<file path="src/rtl/mux_2x1_arbiter_if.sv">
// Handshake bundle between two requesters, the shared 2:1 mux arbiter and its
// downstream consumer.
interface mux_2x1_arbiter_if #(
    parameter int WIDTH = 8
);
    logic             a_valid;
    logic [WIDTH-1:0] a_data;
    logic             a_ready;
    logic             b_valid;
    logic [WIDTH-1:0] b_data;
    logic             b_ready;
    logic             out_valid;
    logic [WIDTH-1:0] out_data;
    logic             out_src;
    logic             out_ready;
    logic             sel;
    logic             busy;

    // Environment side: drives requests and downstream ready.
    modport master (
        output a_valid, a_data, b_valid, b_data, out_ready,
        input  a_ready, b_ready, out_valid, out_data, out_src, sel, busy
    );

    // Arbiter side.
    modport slave (
        input  a_valid, a_data, b_valid, b_data, out_ready,
        output a_ready, b_ready, out_valid, out_data, out_src, sel, busy
    );
endinterface

</file>
<file path="src/rtl/mux_2x1_arbiter.sv">
// Round-robin arbiter sharing one 2:1 datapath mux between requesters A and B,
// feeding a one-deep registered output stage. Bursts are bounded by MAX_BURST.
module mux_2x1_arbiter #(
    parameter int WIDTH     = 8,
    parameter int MAX_BURST = 4
) (
    input  logic                clk,
    input  logic                rst,
    mux_2x1_arbiter_if.slave    bus
);
    localparam int CNT_W = (MAX_BURST > 1) ? $clog2(MAX_BURST) : 1;
    localparam logic [CNT_W-1:0] CNT_LAST = CNT_W'(MAX_BURST - 1);

    typedef enum logic [1:0] {
        IDLE  = 2'd0,
        GNT_A = 2'd1,
        GNT_B = 2'd2
    } state_e;

    state_e           state_q, state_d;
    logic [CNT_W-1:0] cnt_q, cnt_d;
    logic             last_gnt_q, last_gnt_d;   // 0 = A, 1 = B
    logic             out_valid_q;
    logic [WIDTH-1:0] out_data_q;
    logic             out_src_q;

    logic             stage_free;
    logic             sel;
    logic             a_acc;
    logic             b_acc;
    logic [WIDTH-1:0] mux_data;

    assign stage_free = ~out_valid_q | bus.out_ready;
    assign sel        = (state_q == GNT_B);

    // Readies come only from our own state and the output stage, never the peer's valid.
    assign bus.a_ready = ~rst & (state_q == GNT_A) & stage_free;
    assign bus.b_ready = ~rst & (state_q == GNT_B) & stage_free;

    assign a_acc    = bus.a_valid & bus.a_ready;
    assign b_acc    = bus.b_valid & bus.b_ready;
    assign mux_data = sel ? bus.b_data : bus.a_data;

    always_comb begin
        // NOTE: every output of this block gets a default first so no path infers a latch.
        state_d    = state_q;
        cnt_d      = cnt_q;
        last_gnt_d = last_gnt_q;
        case (state_q)
            IDLE: begin
                if (bus.a_valid && bus.b_valid) begin
                    state_d = last_gnt_q ? GNT_A : GNT_B;
                end else if (bus.a_valid) begin
                    state_d = GNT_A;
                end else if (bus.b_valid) begin
                    state_d = GNT_B;
                end
            end
            GNT_A: begin
                if (!bus.a_valid) begin
                    state_d    = bus.b_valid ? GNT_B : IDLE;
                    cnt_d      = '0;
                    last_gnt_d = 1'b0;
                end else if (a_acc) begin
                    if (cnt_q == CNT_LAST) begin
                        cnt_d = '0;
                        if (bus.b_valid) begin
                            state_d    = GNT_B;
                            last_gnt_d = 1'b0;
                        end
                    end else begin
                        cnt_d = cnt_q + CNT_W'(1);
                    end
                end
            end
            GNT_B: begin
                if (!bus.b_valid) begin
                    state_d    = bus.a_valid ? GNT_A : IDLE;
                    cnt_d      = '0;
                    last_gnt_d = 1'b1;
                end else if (b_acc) begin
                    if (cnt_q == CNT_LAST) begin
                        cnt_d = '0;
                        if (bus.a_valid) begin
                            state_d    = GNT_A;
                            last_gnt_d = 1'b1;
                        end
                    end else begin
                        cnt_d = cnt_q + CNT_W'(1);
                    end
                end
            end
            default: begin
                state_d = IDLE;
                cnt_d   = '0;
            end
        endcase
    end

    // NOTE: all state uses non-blocking assignments so every register samples pre-edge values.
    always_ff @(posedge clk) begin
        if (rst) begin
            state_q     <= IDLE;
            cnt_q       <= '0;
            last_gnt_q  <= 1'b1;
            out_valid_q <= 1'b0;
            out_data_q  <= '0;
            out_src_q   <= 1'b0;
        end else begin
            state_q    <= state_d;
            cnt_q      <= cnt_d;
            last_gnt_q <= last_gnt_d;
            // Accept implies stage_free, so load and unload can share a cycle.
            if (a_acc || b_acc) begin
                out_valid_q <= 1'b1;
                out_data_q  <= mux_data;
                out_src_q   <= sel;
            end else if (bus.out_ready) begin
                out_valid_q <= 1'b0;
            end
        end
    end

    assign bus.out_valid = out_valid_q;
    assign bus.out_data  = out_data_q;
    assign bus.out_src   = out_src_q;
    assign bus.sel       = sel;
    assign bus.busy      = (state_q != IDLE);
endmodule
</file>
<file path="src/flat_wrapper.sv">
// flat-port wrapper written by rule: the top's interface ports become plain ports
module mux_2x1_arbiter_flat 
#(
    parameter int WIDTH     = 8,
    parameter int MAX_BURST = 4
)
  (clk, rst, bus_a_valid, bus_a_data, bus_b_valid, bus_b_data, bus_out_ready, bus_a_ready, bus_b_ready, bus_out_valid, bus_out_data, bus_out_src, bus_sel, bus_busy);
  mux_2x1_arbiter_if #(.WIDTH(WIDTH)) bus_i ();
  input  logic clk;
  input  logic rst;
  input wire logic [$bits(bus_i.a_valid)-1:0] bus_a_valid;
  input wire logic [$bits(bus_i.a_data)-1:0] bus_a_data;
  input wire logic [$bits(bus_i.b_valid)-1:0] bus_b_valid;
  input wire logic [$bits(bus_i.b_data)-1:0] bus_b_data;
  input wire logic [$bits(bus_i.out_ready)-1:0] bus_out_ready;
  output wire logic [$bits(bus_i.a_ready)-1:0] bus_a_ready;
  output wire logic [$bits(bus_i.b_ready)-1:0] bus_b_ready;
  output wire logic [$bits(bus_i.out_valid)-1:0] bus_out_valid;
  output wire logic [$bits(bus_i.out_data)-1:0] bus_out_data;
  output wire logic [$bits(bus_i.out_src)-1:0] bus_out_src;
  output wire logic [$bits(bus_i.sel)-1:0] bus_sel;
  output wire logic [$bits(bus_i.busy)-1:0] bus_busy;
  assign bus_i.a_valid = bus_a_valid;
  assign bus_i.a_data = bus_a_data;
  assign bus_i.b_valid = bus_b_valid;
  assign bus_i.b_data = bus_b_data;
  assign bus_i.out_ready = bus_out_ready;
  assign bus_a_ready = bus_i.a_ready;
  assign bus_b_ready = bus_i.b_ready;
  assign bus_out_valid = bus_i.out_valid;
  assign bus_out_data = bus_i.out_data;
  assign bus_out_src = bus_i.out_src;
  assign bus_sel = bus_i.sel;
  assign bus_busy = bus_i.busy;
  mux_2x1_arbiter #(.WIDTH(WIDTH), .MAX_BURST(MAX_BURST)) u_core (.clk(clk), .rst(rst), .bus(bus_i));
endmodule
</file>
<file path="config.mk">
export PLATFORM = sky130hd
export DESIGN_NAME = mux_2x1_arbiter_flat
export DESIGN_NICKNAME = d
export VERILOG_FILES = /design/src/rtl/mux_2x1_arbiter_if.sv /design/src/rtl/mux_2x1_arbiter.sv /design/src/flat_wrapper.sv
export SDC_FILE = /design/constraint.sdc
export NUM_CORES = 1
export LEC_CHECK = 0
export BUFFER_PORTS_ARGS = -buffer_cell sky130_fd_sc_hd__buf_2
export CAP_MARGIN = 20
export CORE_UTILIZATION = 50
export CTS_BUF_LIST = sky130_fd_sc_hd__clkbuf_16
export CTS_CLUSTER_SIZE = 40
export DETAILED_ROUTE_END_ITERATION = 10
export HOLD_SLACK_MARGIN = 0.1
export PLACE_DENSITY = 0.87
export RECOVER_POWER = 25
export SYNTH_ARGS = -nofsm -noshare
export SYNTH_HDL_FRONTEND = slang
export SYNTH_SLANG_ARGS = --single-unit
export TNS_END_PERCENT = 10
</file>
<file path="constraint.sdc">
create_clock -name clk -period 4.6 [get_ports clk]
set_clock_uncertainty 0.1 [all_clocks]
set_input_delay 0.46 -clock clk [delete_from_list [all_inputs] [get_ports clk]]
set_output_delay 0.46 -clock clk [all_outputs]
set_load 0.02 [all_outputs]
</file>
==> metrics.cfg <==
[global_routing]
antenna_found_initial = 0
grt_start_max_net_pins = 23
grt_pass1_vias = 749
gr-usage-all-layers_pct = 22.9
grt_pass1_wl_mm = 3.16
grt-ovfl-total = 0

[routing]
drc_errors = 6
drtIter0Drc = 21
highest_layer = met4
met3_length_um = 95
viasPerCell = 5.63
met1Wirelength_um = 822
via_count = 816
wl_mm = 1.97
dr.pass1.iters = 7
detail-route-antenna-nets = 0
detail_route.wl_per_cell_um = 13.6
routed-wl-met2_mm = 1.01

[finish]
nets = 156
fin_util_pct = 70.1
antenna_cells = 0
area_growth_pct = 27.0
layout-drive-gt1-share_pct = 27.9

[setup_path]
critical_path_class = reg -> reg
crit_path_end_kind = flip-flop
r2r_start = u_core.state_q[0]
critical_path.max_fanout = 17
cp.required_ns = 4.65
crit_chain = inv_1 > ha_1 > a22o_4 > nor3b_4 > nor2_1 > a211oi_1
cp.arrival_ns = 2.54
r2r_end = u_core.bus.out_data[5]
cp-startpoint = u_core.state_q[0]
startpoint_type = flip-flop
rr_worst_depth = 6
crit_slowest_cell = ha_1
worst-r2r-setup-slack_ns = 2.11
worst-path-buf-inv = 1
cpPeakStageDelay_ns = 0.63
critPathTopFamily = simple AND/OR/NAND/NOR gates

[floorplanning]
die-area_mm2 = 0.00189
initial_utilization_pct = 55.2
core_area_mm2 = 0.00156
die_y_um = 43.5
rows = 14
die_x_um = 43.5
ios = 35

[clocking]
postCtsSetupBuffers = 0
tritoncts = done
clk_transition_reported_paths_ns = 0.05
cts_hold_buffers = 0
cts_resized = 0
htree_levels = 1
clkLatencyLatePin_ns = 0.25
cts_buffer_depth = 2
cts_sinks = 15
numCtsBuffers = 3
clock-root-buffer = clkbuf_16

[timing]
min_period_ns = 2.49
rsz0062_at_grt = false
slew_violations = 0
slew_headroom_pct = 52.6
hold_viol = 0
setup_violations = 0
max_freq_ghz = 0.402
post-route-period-util_pct = 54.0
finalWorstSetupSlack_ns = 2.11
setup-tns-final_ns = 0
worstMarginPinSlew_ns = 0.711

[placement]
io_buffers = 34
place_ws_ns = 2.17
hpwl_mm = 1.37
routabilityCongestion = 0.785

[synthesis]
ys_ff_latch = 15
syn_area_per_cell_um2 = 8.97
syn_inst = 96
yosysWarnings = 0
synthArstFlopShare_pct = 0
synth_common_cells = nor2_1 (17), dfxtp_1 (15), mux2i_1 (11)
synth_nets = 122
synth-edff-count = 0
synth_ff_type = dfxtp_1
yosysMostFrequentCell = nor2_1
synth_area_um2 = 861
synth_top_area_cell = dfxtp_1
yosys.area.top_type_share_pct = 34.9
ys_seq_area_share_pct = 34.9
synthTopCellsByArea = dfxtp_1 (35%), mux2i_1 (13%), nor2_1 (7.4%), ha_1 (7.3%), a211oi_1 (6.1%)
synthDistinctLibCells = 26

[worst_hold_path]
hp-class = reg -> reg
min-delay-start = u_core.cnt_q[1]
min_path_cells = 2
hold_end = u_core.cnt_q[1]

[power]
power_uw = 626
power-per-cell-area_mw_per_mm2 = 572
leakage_nw = 0.476
peakVddDrop_uv = 327

[run_status]
violations = design-rule violations
status = complete, but fails checks

[job]
maxCapViolCount = 0

==> layout by cell type, fill, tap and decap left out, types with 2 or more instances in the layout <==
| cell type | n |
|---|---|
| buf_2 | 27 |
| nor2_1 | 17 |
| dfxtp_1 | 15 |
| mux2i_1 | 11 |
| a211oi_1 | 7 |
| clkbuf_1 | 7 |
| o21ai_0 | 5 |
| ha_1 | 5 |
| nand2_1 | 4 |
| a21oi_1 | 4 |
| inv_1 | 3 |
| and2_1 | 3 |
| nand4_1 | 3 |
| clkbuf_16 | 3 |
| nor2b_1 | 2 |
| a211oi_2 | 2 |
| nand3_1 | 2 |
==> logic make-up (layout without fill, tap and decap cells) <==
kind of cell | after synthesis | count (layout) | synth area share, %
and+or+nand+nor | 33 | 33 | 19.5
AOI/OAI and AO/OA | 24 | 24 | 20.9
DFF | 15 | 15 | 34.9
muxes | 11 | 11 | 12.8
buffers and inverters | 8 | 41 | 4.65
adders and majority gates | 5 | 5 | 7.27
==> registers in the layout (all words and copies together), names as in the netlist <==
signal	count
u_core.bus.out_data	8
u_core.bus.out_src	1
u_core.bus.out_valid	1
u_core.cnt_q	2
u_core.last_gnt_q	1
u_core.state_q	2
==> stage by stage <==
step	instance area (um^2)	hold WS (ns)	std cells
after floorplan	861	0.353	96
after global placement	1020	0.365	141
after detailed placement	1020	0.385	141
after CTS	1100	0.402	145
after global routing	1090	0.425	145
final	1090	0.396	145
==> worst max path at each step <==
stage,endpoint,slack [ns],cells past startpoint
final,u_core.bus.out_data[5],2.11,6
after global routing,u_core.bus.out_data[5],1.92,6
after CTS,u_core.bus.out_data[5],2.13,6
after detailed placement,u_core.bus.out_src,2.17,6
after global placement,u_core.bus.out_src,2.24,6
after floorplan,bus_b_ready,2.70,4
==> routing by layer <==
layer	up-vias	global-route usage, %
li1	411	-
met2	28	40.0
met3	6	5.83
met5	-	0
met1	371	24.6
met4	0	13.8
==> area by class of cell <==
type                            instances  area, um^2
Multi-Input combinational cell         73         520
Fill cell                             109         465
Sequential cell                        15         300
Timing Repair Buffer                   34         161
Clock buffer                            3        75.1
Tap cell                               16        20.0
Inverter                                3        11.3
Clock inverter                          1        5.00
==> worst reg2reg max path: stages (launching register included) <==
cell and delay (ns):
dfxtp_1 0.35, inv_1 0.12, ha_1 0.63, a22o_4 0.27
nor3b_4 0.58, nor2_1 0.09, a211oi_1 0.25
==> where the power goes <==
group | leakage [nW] | switching [mW] | internal [mW]
combinational | 0.312 | 0.164 | 0.111
clock | 0.0409 | 0.0556 | 0.116
sequential | 0.122 | 0.0203 | 0.158
total | 0.475 | 0.240 | 0.386
No activity file was read; power rests on OpenSTA's default activity.
